**src/rtl/vga_timing_pkg.sv**
```systemverilog
// Shared constants and types for the raster timing generator: VGA/XGA timing sets,
// coordinate width and the registered output bundle.
package vga_timing_pkg;

   localparam int COORD_W = 10;

   localparam int VGA_H_ACTIVE = 640;
   localparam int VGA_H_FP     = 16;
   localparam int VGA_H_SYNC   = 96;
   localparam int VGA_H_BP     = 48;
   localparam int VGA_V_ACTIVE = 480;
   localparam int VGA_V_FP     = 10;
   localparam int VGA_V_SYNC   = 2;
   localparam int VGA_V_BP     = 33;

   // XGA totals exceed 1024 and need a wider COORD_W before use.
   localparam int XGA_H_ACTIVE = 1024;
   localparam int XGA_H_FP     = 24;
   localparam int XGA_H_SYNC   = 136;
   localparam int XGA_H_BP     = 160;
   localparam int XGA_V_ACTIVE = 768;
   localparam int XGA_V_FP     = 3;
   localparam int XGA_V_SYNC   = 6;
   localparam int XGA_V_BP     = 29;

   function automatic int axis_total(input int active, input int fp, input int sync, input int bp);
      return active + fp + sync + bp;
   endfunction

   localparam int VGA_H_TOTAL = axis_total(VGA_H_ACTIVE, VGA_H_FP, VGA_H_SYNC, VGA_H_BP);
   localparam int VGA_V_TOTAL = axis_total(VGA_V_ACTIVE, VGA_V_FP, VGA_V_SYNC, VGA_V_BP);
   localparam int XGA_H_TOTAL = axis_total(XGA_H_ACTIVE, XGA_H_FP, XGA_H_SYNC, XGA_H_BP);
   localparam int XGA_V_TOTAL = axis_total(XGA_V_ACTIVE, XGA_V_FP, XGA_V_SYNC, XGA_V_BP);

   typedef struct packed {
      logic [COORD_W-1:0] pix_x;
      logic [COORD_W-1:0] pix_y;
      logic [COORD_W-1:0] frame_count;
      logic               video_active;
      logic               hsync;
      logic               vsync;
      logic               line_start;
      logic               frame_start;
   } vga_out_t;

   function automatic vga_out_t out_reset(input logic hpol, input logic vpol);
      vga_out_t r;
      r       = {$bits(vga_out_t){1'b0}};
      r.hsync = ~hpol;
      r.vsync = ~vpol;
      return r;
   endfunction

endpackage

```
**src/rtl/vga_timing_if.sv**
```systemverilog
// Raster bundle from vga_timing_gen (master) to sync pins and background generators (slave).
interface vga_timing_if;
   logic [vga_timing_pkg::COORD_W-1:0] pix_x;
   logic [vga_timing_pkg::COORD_W-1:0] pix_y;
   logic [vga_timing_pkg::COORD_W-1:0] frame_count;
   logic                               video_active;
   logic                               hsync;
   logic                               vsync;
   logic                               line_start;
   logic                               frame_start;

   modport master (output pix_x, pix_y, frame_count, video_active, hsync, vsync, line_start, frame_start);
   modport slave  (input  pix_x, pix_y, frame_count, video_active, hsync, vsync, line_start, frame_start);
endinterface

```
**src/rtl/vga_axis_counter.sv**
```systemverilog
// One raster axis: wrap counter 0..TOTAL-1 with sync-window and active-region decode.
module vga_axis_counter
   import vga_timing_pkg::*;
#(
   parameter int TOTAL      = 800,
   parameter int SYNC_START = 656,
   parameter int SYNC_LEN   = 96,
   parameter int ACTIVE     = 640
) (
   input  logic               clk,
   input  logic               rst,
   input  logic               en,
   output logic [COORD_W-1:0] count,
   output logic               wrap,
   output logic               in_sync,
   output logic               in_active
);

   localparam logic [COORD_W-1:0] LAST_C  = COORD_W'(TOTAL - 1);
   localparam logic [COORD_W-1:0] SS_C    = COORD_W'(SYNC_START);
   localparam logic [COORD_W-1:0] SE_C    = COORD_W'(SYNC_START + SYNC_LEN - 1);
   localparam logic [COORD_W-1:0] ACT_C   = COORD_W'(ACTIVE);
   localparam logic [COORD_W-1:0] ONE_C   = {{(COORD_W-1){1'b0}}, 1'b1};
   localparam logic [COORD_W-1:0] ZERO_C  = {COORD_W{1'b0}};

   logic [COORD_W-1:0] count_r;

   // Axis position: advances on en and returns to zero after the last position
   always_ff @(posedge clk) begin
      if (rst) begin
         count_r <= ZERO_C;
      end else if (en) begin
         if (count_r == LAST_C) begin
            count_r <= ZERO_C;
         end else begin
            count_r <= count_r + ONE_C;
         end
      end
   end

   assign count     = count_r;
   assign wrap      = en & (count_r == LAST_C);
   assign in_sync   = (count_r >= SS_C) & (count_r <= SE_C);
   assign in_active = (count_r < ACT_C);

endmodule

```
**src/rtl/vga_timing_gen.sv**
```systemverilog
// Raster timing generator: h/v counters, sync/active decode, strobes and frame counter.
// Defining VGA_PIX_DELAY_EN adds a second ce-gated output stage (latency 2 clk).
module vga_timing_gen
   import vga_timing_pkg::*;
#(
   parameter int H_ACTIVE  = VGA_H_ACTIVE,
   parameter int H_FP      = VGA_H_FP,
   parameter int H_SYNC    = VGA_H_SYNC,
   parameter int H_BP      = VGA_H_BP,
   parameter int V_ACTIVE  = VGA_V_ACTIVE,
   parameter int V_FP      = VGA_V_FP,
   parameter int V_SYNC    = VGA_V_SYNC,
   parameter int V_BP      = VGA_V_BP,
   parameter bit HSYNC_POL = 1'b0,
   parameter bit VSYNC_POL = 1'b0
) (
   input  logic         clk,
   input  logic         rst,
   input  logic         ce,
   vga_timing_if.master vid
);

   localparam int H_TOTAL = axis_total(H_ACTIVE, H_FP, H_SYNC, H_BP);
   localparam int V_TOTAL = axis_total(V_ACTIVE, V_FP, V_SYNC, V_BP);
   localparam logic [COORD_W-1:0] ONE_C  = {{(COORD_W-1){1'b0}}, 1'b1};
   localparam logic [COORD_W-1:0] ZERO_C = {COORD_W{1'b0}};

   logic [COORD_W-1:0] h_s;
   logic [COORD_W-1:0] v_s;
   logic               h_wrap_s;
   logic               v_wrap_s;
   logic               h_sync_s;
   logic               v_sync_s;
   logic               h_act_s;
   logic               v_act_s;
   logic [COORD_W-1:0] frame_cnt_r;
   vga_out_t           dec_s;
   vga_out_t           stage_in_s;
   vga_out_t           out_r;

   vga_axis_counter #(
      .TOTAL(H_TOTAL), .SYNC_START(H_ACTIVE + H_FP), .SYNC_LEN(H_SYNC), .ACTIVE(H_ACTIVE)
   ) u_h_axis (
      .clk(clk), .rst(rst), .en(ce),
      .count(h_s), .wrap(h_wrap_s), .in_sync(h_sync_s), .in_active(h_act_s)
   );

   vga_axis_counter #(
      .TOTAL(V_TOTAL), .SYNC_START(V_ACTIVE + V_FP), .SYNC_LEN(V_SYNC), .ACTIVE(V_ACTIVE)
   ) u_v_axis (
      .clk(clk), .rst(rst), .en(h_wrap_s),
      .count(v_s), .wrap(v_wrap_s), .in_sync(v_sync_s), .in_active(v_act_s)
   );

   // Completed-frame counter, bumped as the raster leaves the last pixel of the frame
   always_ff @(posedge clk) begin
      if (rst) begin
         frame_cnt_r <= ZERO_C;
      end else if (v_wrap_s) begin
         frame_cnt_r <= frame_cnt_r + ONE_C;
      end
   end

   // Decode of the current (h, v); frame_count already carries the new value at (0, 0)
   always_comb begin
      dec_s              = out_reset(HSYNC_POL, VSYNC_POL);
      dec_s.pix_x        = h_s;
      dec_s.pix_y        = v_s;
      dec_s.frame_count  = frame_cnt_r;
      dec_s.video_active = h_act_s & v_act_s;
      dec_s.hsync        = h_sync_s ? HSYNC_POL : ~HSYNC_POL;
      dec_s.vsync        = v_sync_s ? VSYNC_POL : ~VSYNC_POL;
      dec_s.line_start   = (h_s == ZERO_C);
      dec_s.frame_start  = (h_s == ZERO_C) & (v_s == ZERO_C);
   end

`ifdef VGA_PIX_DELAY_EN
   vga_out_t pre_r;

   // Extra stage keeps its strobes while ce is low so they reach the output on the next ce
   always_ff @(posedge clk) begin
      if (rst) begin
         pre_r <= out_reset(HSYNC_POL, VSYNC_POL);
      end else if (ce) begin
         pre_r <= dec_s;
      end
   end

   assign stage_in_s = pre_r;
`else
   assign stage_in_s = dec_s;
`endif

   // Output register: levels hold while ce is low, strobes only follow a ce cycle
   always_ff @(posedge clk) begin
      if (rst) begin
         out_r <= out_reset(HSYNC_POL, VSYNC_POL);
      end else if (ce) begin
         out_r <= stage_in_s;
      end else begin
         out_r.line_start  <= 1'b0;
         out_r.frame_start <= 1'b0;
      end
   end

   assign vid.pix_x        = out_r.pix_x;
   assign vid.pix_y        = out_r.pix_y;
   assign vid.frame_count  = out_r.frame_count;
   assign vid.video_active = out_r.video_active;
   assign vid.hsync        = out_r.hsync;
   assign vid.vsync        = out_r.vsync;
   assign vid.line_start   = out_r.line_start;
   assign vid.frame_start  = out_r.frame_start;

endmodule
```
**src/flat_wrapper.sv**
```systemverilog
// flat-port wrapper written by rule: the top's interface ports become plain ports
module vga_timing_gen_flat import vga_timing_pkg::*;
#(
   parameter int H_ACTIVE  = VGA_H_ACTIVE,
   parameter int H_FP      = VGA_H_FP,
   parameter int H_SYNC    = VGA_H_SYNC,
   parameter int H_BP      = VGA_H_BP,
   parameter int V_ACTIVE  = VGA_V_ACTIVE,
   parameter int V_FP      = VGA_V_FP,
   parameter int V_SYNC    = VGA_V_SYNC,
   parameter int V_BP      = VGA_V_BP,
   parameter bit HSYNC_POL = 1'b0,
   parameter bit VSYNC_POL = 1'b0
)
  (clk, rst, ce, vid_pix_x, vid_pix_y, vid_frame_count, vid_video_active, vid_hsync, vid_vsync, vid_line_start, vid_frame_start);
  vga_timing_if vid_i ();
  input  logic clk;
  input  logic rst;
  input  logic ce;
  output wire logic [$bits(vid_i.pix_x)-1:0] vid_pix_x;
  output wire logic [$bits(vid_i.pix_y)-1:0] vid_pix_y;
  output wire logic [$bits(vid_i.frame_count)-1:0] vid_frame_count;
  output wire logic [$bits(vid_i.video_active)-1:0] vid_video_active;
  output wire logic [$bits(vid_i.hsync)-1:0] vid_hsync;
  output wire logic [$bits(vid_i.vsync)-1:0] vid_vsync;
  output wire logic [$bits(vid_i.line_start)-1:0] vid_line_start;
  output wire logic [$bits(vid_i.frame_start)-1:0] vid_frame_start;
  assign vid_pix_x = vid_i.pix_x;
  assign vid_pix_y = vid_i.pix_y;
  assign vid_frame_count = vid_i.frame_count;
  assign vid_video_active = vid_i.video_active;
  assign vid_hsync = vid_i.hsync;
  assign vid_vsync = vid_i.vsync;
  assign vid_line_start = vid_i.line_start;
  assign vid_frame_start = vid_i.frame_start;
  vga_timing_gen #(.H_ACTIVE(H_ACTIVE), .H_FP(H_FP), .H_SYNC(H_SYNC), .H_BP(H_BP), .V_ACTIVE(V_ACTIVE), .V_FP(V_FP), .V_SYNC(V_SYNC), .V_BP(V_BP), .HSYNC_POL(HSYNC_POL), .VSYNC_POL(VSYNC_POL)) u_core (.clk(clk), .rst(rst), .ce(ce), .vid(vid_i));
endmodule
```
**config.mk**
```make
export PLATFORM = sky130hd
export DESIGN_NAME = vga_timing_gen_flat
export DESIGN_NICKNAME = d
export VERILOG_FILES = /design/src/rtl/vga_timing_pkg.sv /design/src/rtl/vga_timing_if.sv /design/src/rtl/vga_axis_counter.sv /design/src/rtl/vga_timing_gen.sv /design/src/flat_wrapper.sv
export SDC_FILE = /design/constraint.sdc
export NUM_CORES = 1
export LEC_CHECK = 0
export BUFFER_PORTS_ARGS = -buffer_cell sky130_fd_sc_hd__buf_2
export CAP_MARGIN = 20
export CORE_ASPECT_RATIO = 1.5
export CORE_MARGIN = 5
export CORE_UTILIZATION = 35
export DETAILED_ROUTE_END_ITERATION = 8
export HOLD_SLACK_MARGIN = 0.12
export PLACE_DENSITY = 0.57
export SLEW_MARGIN = 20
export SYNTH_ARGS = -nofsm -noshare
export SYNTH_HDL_FRONTEND = slang
export SYNTH_SLANG_ARGS = --single-unit
```
**constraint.sdc**
```tcl
create_clock -name clk -period 2.52 [get_ports clk]
set_clock_uncertainty 0.2 [all_clocks]
set_input_delay 0.252 -clock clk [delete_from_list [all_inputs] [get_ports clk]]
set_output_delay 0.252 -clock clk [all_outputs]
set_load 0.02 [all_outputs]
```
==> summary.md, run 1 <==
The run finished with clean final reports. In this run the static leakage power is 1.389 nW. The tools report the end of the worst register-to-register path as u_core.frame_cnt_r[9]. The net count of the finished layout is 360.

Synthesis inferred 65 register bits. The clock tree buffer depth is 2. Global routing consumed, over all layers together, 13.67% of the routing resources. The run gives 0 as the number of diodes. From left edge to right edge, the die measures 83.38 um.

The tools report the reg-to-reg critical path startpoint as u_core.u_v_axis.count[4]. Path category of the worst min-delay check: primary input to flop. For hold timing, the worst endpoint is u_core.vid.pix_x[9]. The routed design has 6.491 mm of wire. Setup repair after global routing left no endpoint under its margin. After layout, the minimum clock period comes to 2.377 ns.

The fmax was 420.7 MHz. Once detailed placement completed, the half-perimeter wirelength came to 4.436 mm. The initial core utilization was 35.52%; the post-synthesis instance area was 2826 sq um. Counting every instance in the synthesized netlist gives 313. The startpoint of the most critical hold path was rst. The logs give 0.8487 for the final weighted congestion of routability-driven global placement and 322 for the net count after synthesis. The overall die height is 120.1 um. The tree is rooted in a sky130_fd_sc_hd__clkbuf_16. The number of antenna-violating nets in the routed design was 0; the pre-CTS setup slack was 0.09387 ns. TritonCTS built the clock tree. Yosys printed 0 warnings.

The critical path is of the flop to flop type. The die covers 10010 sq um. In the final layout, flip-flops and latches occupy 1301 sq um. sky130_fd_sc_hd__dfxtp_1 is the most common cell in the netlist. Hold timing on the final database bottoms out at a slack of 0.1667 ns. The number of buffers added on ports came out at 37.

The number of global-route vias before repair is 2338. For this design, the sink count on the clock tree is 65. Across the run, the number of max-cap violations was 0. In the final timing run, aggregate negative setup slack is 0 ns. Sequential cells were found to cover 46.04% of the synthesized design area. Data on the critical path is required at its endpoint by 2.58 ns. The run gives 2.44 ns as the data arrival time of the worst path. The worst slew slack as a fraction of its limit is 67.74%, and the number of antenna violations at the first check in global routing is 0. Once layout is complete, the utilization of the core stands at 43.24%. In this run the mean area of a mapped cell was 9.030 sq um. The placed cell count is 445.

By count the netlist is led by 65 x sky130_fd_sc_hd__dfxtp_1, 39 x sky130_fd_sc_hd__nor2_1, 29 x sky130_fd_sc_hd__mux2i_1, 25 x sky130_fd_sc_hd__a21oi_1, 16 x sky130_fd_sc_hd__clkbuf_1. The fraction of layout instances using a drive strength above 1 is 19.10%, and the minimum setup slack in the final design is 0.1430 ns. Ranked by total cell area, the synthesized netlist is headed by sky130_fd_sc_hd__dfxtp_1 46%, sky130_fd_sc_hd__mux2i_1 10%, sky130_fd_sc_hd__nor2_1 5.2%. The post-route DRC violation count was 0. The fraction of post-synthesis cell area in the top cell type by area is 46.04%, and the worst hold path depth is 2. The tools report the hold buffer count at cts as 0.

The count of flip-flops with a built-in enable after synthesis came out at 0. The slack of the worst reg-to-reg path is 0.14 ns. In the synthesized netlist the async set-or-reset flop fraction comes to 0%. The run gives 38 as the count of unique library cells instantiated by Yosys. Using the TritonRoute via totals, the vias-per-cell ratio works out to 5.197. The clock-pin slew of the registers on the worst-case setup and hold paths is 0.05 ns. The tools report the number of DRC violations after detailed-routing iteration 0 as 102. The insertion delay to the later sink of the worst-skew pair was 0.33 ns.

The final-layout fill cell count was 798. The final cycle utilization of the critical path was 94.33%. Along the worst path, the maximum fanout reaches 7. The tools report the kind of end point of the critical path as a flop.

Compared with the post-synthesis result, the final layout area differs by 21.74%. IR analysis of the VDD net gives a maximum drop of 0.3667 mV. The first TritonRoute pass finished after 5 iterations.

The final-report hold violation count came out at 0. In this run the standard cell core region covers 7958 sq um. For the number of pins exceeding their max-slew limit in the final report, the log shows 0. The level count of the clock H-tree is 3, and the sum of overflow across all layers after global routing is 0. sky130_fd_sc_hd__dfxtp_1 takes more of the synthesized area than any other cell.

The area of the multi-input gates is 1428 sq um, and the number of standard-cell rows in the floorplan is 40. The routed length per instance was 14.08 um. The tools report the maximum number of pins on one net before global-route repair as 38. The number of standard cells in the layout, taps in and fillers out was 461; the total via count in the routed design was 2396.

The number of CTS-inserted buffers is 9, and the slew at the pin closest to its max-slew limit is 0.4802 ns. Setup violations remaining at the end of the flow were counted as 0. The startpoint class of the critical path is a flop. The power per cell area was 678.8 nW/um^2.

For this run, the leading register cell type out of synthesis is sky130_fd_sc_hd__dfxtp_1. The number of cells on the worst reg-to-reg path is 4, and the wire length of the first global-routing pass is 11.04 mm. 38 I/O pins were placed.
where the power goes:
| group | total, mW | leakage [nW] | internal (mW) | switching, mW |
|---|---|---|---|---|
| combinational | 0.0776 | 0.721 | 0.0279 | 0.0497 |
| clock | 1.21 | 0.144 | 0.789 | 0.422 |
| sequential | 1.05 | 0.525 | 1.04 | 0.00866 |
| total | 2.34 | 1.39 | 1.86 | 0.481 |
registers in the layout, indices dropped and copies added, names as in the netlist:
signal / cells
u_core.frame_cnt_r: 10
u_core.u_h_axis.count: 10
u_core.u_v_axis.count: 10
u_core.vid.frame_count: 10
u_core.vid.pix_x: 10
u_core.vid.pix_y: 10
u_core.vid.frame_start: 1
u_core.vid.hsync: 1
u_core.vid.line_start: 1
u_core.vid.video_active: 1
u_core.vid.vsync: 1
worst max-delay path, cell delays in order (launching register included):
cell and delay [ns]:
sky130_fd_sc_hd__dfxtp_1 0.36, sky130_fd_sc_hd__or4_4 0.58, sky130_fd_sc_hd__or4_4 0.54, sky130_fd_sc_hd__or4_1 0.47, sky130_fd_sc_hd__a21oi_1 0.15
logic make-up (layout without fill, tap and decap cells):
group	after synthesis	after routing	synth area share [%]
AO/OA/AOI/OAI	50	50	10.40
multiplexers	29	29	10.27
XOR/XNOR	6	6	1.859
adder cells (fa/ha/maj)	6	6	2.656
AND/OR/NAND/NOR	130	130	25.14
buffers and inverters	27	70	3.630
flip-flops	65	65	46.04
area by class of cell:
class,count,share of cell area (%)
multi-input cells,221,41.49
flip-flops and latches,65,37.82
repair buffers,48,7.782
clock buffers,13,7.273
well taps,105,3.818
clock inverters,3,1.164
inverters,6,0.6545
layout by cell type (no fill, tap or decap), types with 2 or more instances in the layout:
| cell type | n |
|---|---|
| sky130_fd_sc_hd__dfxtp_1 | 65 |
| sky130_fd_sc_hd__nor2_1 | 39 |
| sky130_fd_sc_hd__buf_2 | 37 |
| sky130_fd_sc_hd__mux2i_1 | 29 |
| sky130_fd_sc_hd__a21oi_1 | 25 |
| sky130_fd_sc_hd__nand3_1 | 15 |
| sky130_fd_sc_hd__nand2_1 | 13 |
| sky130_fd_sc_hd__o31ai_1 | 12 |
| sky130_fd_sc_hd__or4_1 | 12 |
| sky130_fd_sc_hd__buf_4 | 11 |
| sky130_fd_sc_hd__clkbuf_16 | 9 |
| sky130_fd_sc_hd__nand4_1 | 8 |
| sky130_fd_sc_hd__nor3_1 | 8 |
| sky130_fd_sc_hd__o21ai_0 | 7 |
| sky130_fd_sc_hd__inv_1 | 6 |
| sky130_fd_sc_hd__nand2b_1 | 6 |
| sky130_fd_sc_hd__ha_1 | 6 |
| sky130_fd_sc_hd__and3_1 | 5 |
| sky130_fd_sc_hd__or3_1 | 5 |
| sky130_fd_sc_hd__xor2_1 | 4 |
| sky130_fd_sc_hd__nor4_1 | 3 |
| sky130_fd_sc_hd__clkbuf_1 | 3 |
| sky130_fd_sc_hd__and2_1 | 2 |
| sky130_fd_sc_hd__or4_4 | 2 |
| sky130_fd_sc_hd__or2_2 | 2 |
| sky130_fd_sc_hd__nand3b_1 | 2 |
| sky130_fd_sc_hd__a31oi_1 | 2 |
| sky130_fd_sc_hd__xnor2_1 | 2 |
| sky130_fd_sc_hd__clkinv_2 | 2 |
how the worst max path moves through the flow:
stage	start	end	slack, ns	cells past startpoint
floorplan	u_core.u_v_axis.count[4]	u_core.frame_cnt_r[9]	0.25	4
global placement	u_core.u_v_axis.count[4]	u_core.frame_cnt_r[4]	0.13	4
detailed placement	u_core.u_v_axis.count[4]	u_core.frame_cnt_r[6]	0.09	4
CTS	u_core.u_v_axis.count[4]	u_core.frame_cnt_r[6]	0.08	4
global route	u_core.u_v_axis.count[5]	u_core.frame_cnt_r[9]	0.04	4
finish	u_core.u_v_axis.count[4]	u_core.frame_cnt_r[9]	0.14	4
per-layer routing:
metal | up-vias | part of all wire, % | global-route usage [%] | wire length (um)
li1 | 1215 | - | - | -
met1 | 1127 | 44 | 14.84 | 2833
met2 | 41 | 50 | 23.54 | 3265
met3 | 13 | 3.6 | 3.915 | 233
met4 | 0 | 2.4 | 7.873 | 159
met5 | - | 0 | 0 | 0
through the flow:
| step | power, mW | cell area (sq um) |
|---|---|---|
| 3_5_place_dp | 1.147 | 3146 |
| 5_1_grt | 2.419 | 3441 |
| 6_report | 2.336 | 3441 |
| 4_1_cts | 2.377 | 3436 |
| 2_1_floorplan | 1.126 | 2826 |
| 3_3_place_gp | 1.147 | 3146 |
what timing repair did:
action	in CTS	in global routing
setup endpoints to repair	0	4
buffers inserted	0	0
resized for setup	0	1
Note: power is estimated with default switching activity, not from simulation.
==> run 2: changes to the inputs <==
- RECOVER_POWER: default -> 50
- SYNTH_HIERARCHICAL: default -> 1
==> run 2 against run 1 <==
Against the previous run:
- die area decreased by 2.6%
- wire length fell by 5.6%
- final cell count fell by 1.3%
- register-to-register slack lost 0.02 ns
- synthesized area decreased by 2.9%
- utilization increased by 2.6 points
- total power rose by 2.0%
- clock power increased by 3%
- critical path depth is 5 higher
- critical path type unchanged
- largest cell class unchanged
- largest power group unchanged
- highest routed layer unchanged
==> summary.md, run 2 <==
Counting tap cells, the placed design contains a total of 437 instances. The fraction of layout instances using a drive strength above 1 is 17.85%. In the routed layout, each cell is associated on average with a via count of 4.835. The overall die area was 9751 sq um; the total clock sinks was 65. For this run, asynchronously set or reset flops after synthesis account for 0%.

The Yosys step of the flow raised 6 warnings. The tools report the startpoint class of the critical path as a flop. Summed over all nets, the switching power comes to 0.4661 mW. TritonCTS created 9 clock buffers. Pin placement for this block handled 38 I/O pins. For the post-route DRC violation count, the log shows 0. The internal portion of total power is 1.916 mW. The path category of the worst min-delay check was primary input to flop. The kind of end point of the critical path was a flop. Number of detailed-routing iterations run before antenna repair: 4. The run gives 0 as the sum of overflow across all layers after global routing. The number of global-route vias before repair was 2179; the number of standard cells in the layout, taps in and fillers out was 455. The sum of buffers and inverters on the critical path was 1.

Timing would allow up to 417.7 MHz. The synthesized design contains 65 register bits. Setup violations remaining at the end of the flow were counted as 0. In the post-synthesis netlist, the biggest area contributors are sky130_fd_sc_hd__dfxtp_1 47%, sky130_fd_sc_hd__mux2i_1 12%, sky130_fd_sc_hd__nor2_1 7.2%. Wires add up to 6.128 mm. The later pin in the worst-skew pair is clocked with a latency of 0.32 ns. The post-synthesis instance area is 2745 sq um, and the clock tree buffer depth is 2. In the synthesized netlist, the cells that appear most often are 65 x sky130_fd_sc_hd__dfxtp_1, 53 x sky130_fd_sc_hd__nor2_1, 33 x sky130_fd_sc_hd__mux2i_1, 13 x sky130_fd_sc_hd__nand2_1, 11 x sky130_fd_sc_hd__a21oi_1.

Synthesis produced a netlist with a net count of 296. The clock network is responsible for 52.6% of the overall power. The initial utilization of the core area, before any placement, comes to 35.83%. Of the post-synthesis cell area, the dominant cell type holds 47.40%.

The max-cap violation count was 0; the power per cell area was 678.1 nW/um^2. Of the total power, the share spent switching nets is 19.56%. The count of flip-flops with a built-in enable after synthesis is 0. Registers are responsible for 43.7% of the overall power. In this run the remaining antenna-violating nets after routing total 0. The synthesized netlist contains 37 unique library cells.

For the worst setup path, the data arrival time is 2.45 ns. The final layout net count came out at 357. Most used flip-flop cell after synthesis: sky130_fd_sc_hd__dfxtp_1. TritonCTS built the clock tree.

Once layout is complete, the utilization of the core stands at 45.86%. The run gives 2200 as the total via count in the routed design. The repair_antennas step left the layout with diodes totalling 0.

The layout overhead on the synthesized area is 27.99%. The critical path is of the flop to flop type. The final-report hold violation count came out at 0. The cell class contributing the biggest share of worst-path delay is simple AND/OR/NAND/NOR gates. From left edge to right edge, the die measures 82.31 um. Sequential cells were found to cover 47.40% of the synthesized design area. For this run, the slowest stage of the critical path takes 0.53 ns.

Cell taking the most area after synthesis: sky130_fd_sc_hd__dfxtp_1. The maximum number of pins on one net before global-route repair came out at 43. The leading cell type by number of instances after synthesis is sky130_fd_sc_hd__dfxtp_1. The worst endpoint required time was 2.57 ns; the routed length per instance was 13.47 um. The run finished with clean final reports. Cell with the biggest individual delay on the critical path: sky130_fd_sc_hd__or4_4.

Per report_power, the combinational group accounts for 3.7% of the total. After clock tree synthesis, the clock-pin slew on the worst setup and hold paths is 0.05 ns. Along the worst path, the maximum fanout reaches 4. The tools report the worst ir drop on vdd as 0.3777 mV. The static power due to leakage is 1.372 nW. The core outline area is 7661 sq um. Number of pins exceeding their max-slew limit in the final report: 0. Fill cells in the final layout number 785.

During placement, the flow inserted port buffers numbering 37. The slew at the pin closest to its max-slew limit was 1.240 ns. The logs give 3 for the level count of the clock H-tree and 0.7775 for the final weighted congestion of routability-driven global placement. The tools report the global routing usage summed across all routing layers as 13.79%. The floorplan step set the die height to 118.5 um. Leaving out fill and tap cells, the most frequent cell in the layout is sky130_fd_sc_hd__dfxtp_1. The critical path goes through nor3_1 -> nand3_1 -> nor2_4 -> nand3_4 -> nor3_2 -> buf_4 -> nand3_2 -> or4_4 -> a21oi_2. The number of DRC violations after detailed-routing iteration 0 was 132.

The post-synthesis cell count is 287, and the average cell area after synthesis is 9.565 sq um. The number of antenna violations at the first check in global routing is 0, and the minimum period implied by the final worst setup slack is 2.394 ns. Setup repair after global routing left no endpoint under its margin. In the layout the commonest cells are 63 x sky130_fd_sc_hd__dfxtp_1, 52 x sky130_fd_sc_hd__nor2_1, 37 x sky130_fd_sc_hd__clkbuf_1, 33 x sky130_fd_sc_hd__mux2i_1, 24 x sky130_fd_sc_hd__buf_4. Clock tree synthesis selected as its root buffer the cell sky130_fd_sc_hd__clkbuf_16. Summed over all nets, the half-perimeter wirelength after detailed placement is 4.281 mm. The wire length of the first global-routing pass is 10.39 mm. Of the available clock period, the critical path in the final layout requires 95.00%. Headroom to the max-slew limit came out at 17.36%.

Number of standard-cell rows in the floorplan: 39.
==> run 2: path summary, 6_finish.rpt <==
kind                                                from                  endpoint  slack, ns  cells after the start
worst max-delay path            u_core/u_h_axis/count[5]     u_core/frame_cnt_r[8]       0.13                      9
worst min-delay path                                  ce  u_core/u_h_axis/count[4]       0.24                      5
worst max register to register  u_core/u_h_axis/count[5]     u_core/frame_cnt_r[8]       0.13                      9
worst min register to register   u_core/vid.video_active   u_core/vid.video_active       0.28                      2
==> run 2: cells by family after synthesis <==
family	Yosys count	synth area share, %
flops	65	47.40
buf+inv	20	3.145
fa+ha+maj	6	2.735
mux	33	12.03
simple gates	118	22.42
xor+xnor	17	5.424
compound gates	28	6.837
==> run 2: worst reg2reg max path, cell delays in order, from the launching register on <==
cell	delay, ns
sky130_fd_sc_hd__dfxtp_1	0.30
sky130_fd_sc_hd__nor3_1	0.24
sky130_fd_sc_hd__nand3_1	0.24
sky130_fd_sc_hd__nor2_4	0.20
sky130_fd_sc_hd__nand3_4	0.09
sky130_fd_sc_hd__nor3_2	0.12
sky130_fd_sc_hd__buf_4	0.16
sky130_fd_sc_hd__nand3_2	0.09
sky130_fd_sc_hd__or4_4	0.53
sky130_fd_sc_hd__a21oi_2	0.14
==> run 2: final cells by class <==
cell class / count / area [sq um] / share of cell area (%)
flip-flops and latches: 65 / 1306 / 37.18
clock buffers: 14 / 274.0 / 7.799
inverters: 7 / 26.28 / 0.7479
well taps: 102 / 127.6 / 3.632
multi-input cells: 202 / 1408 / 40.06
clock inverters: 2 / 35.03 / 0.9972
repair buffers: 63 / 336.6 / 9.580
==> run 2: per-stage QoR <==
| stage | cell area [sq um] | setup WS, ns | total power, mW | hold WS (ns) | setup TNS (ns) |
|---|---|---|---|---|---|
| 2_1_floorplan | 2773 | 0.0006970 | 1.127 | 0.1244 | 0 |
| 3_3_place_gp | 3201 | 0.06834 | 1.150 | 0.2594 | 0 |
| 3_5_place_dp | 3201 | -0.01497 | 1.151 | 0.2681 | -0.01497 |
| 4_1_cts | 3530 | 0.01232 | 2.425 | 0.2308 | 0 |
| 5_1_grt | 3513 | 0.02093 | 2.479 | 0.2830 | 0 |
| 6_report | 3513 | 0.1261 | 2.383 | 0.2434 | 0 |
==> run 2: power groups by stage <==
stage / logic [mW] / clock network (mW) / registers [mW]
after CTS: 0.0891 / 1.29 / 1.04
after detailed placement: 0.0876 / 0 / 1.06
after floorplan: 0.0539 / 0 / 1.07
final: 0.0875 / 1.25 / 1.04
after global placement: 0.0873 / 0 / 1.06
after global routing: 0.0975 / 1.34 / 1.04
==> run 2: repair_timing <==
item / 4_1_cts / 5_1_grt
gates resized for setup: 1 / 6
endpoints found under the setup margin: 1 / 4
buffers inserted: 1 / 0
endpoints found under the hold margin: 11 / 0
pin swaps: 0 / 2
hold buffers: 1 / 0
==> run 2: per-layer routing <==
| layer | GRT usage [%] | wire [um] | vias to the layer above |
|---|---|---|---|
| met3 | 3.425 | 251 | 12 |
| met1 | 16.24 | 2691 | 1027 |
| li1 | - | - | 1119 |
| met2 | 22.09 | 3003 | 42 |
| met4 | 8.004 | 181 | 0 |
| met5 | 0 | 0 | - |
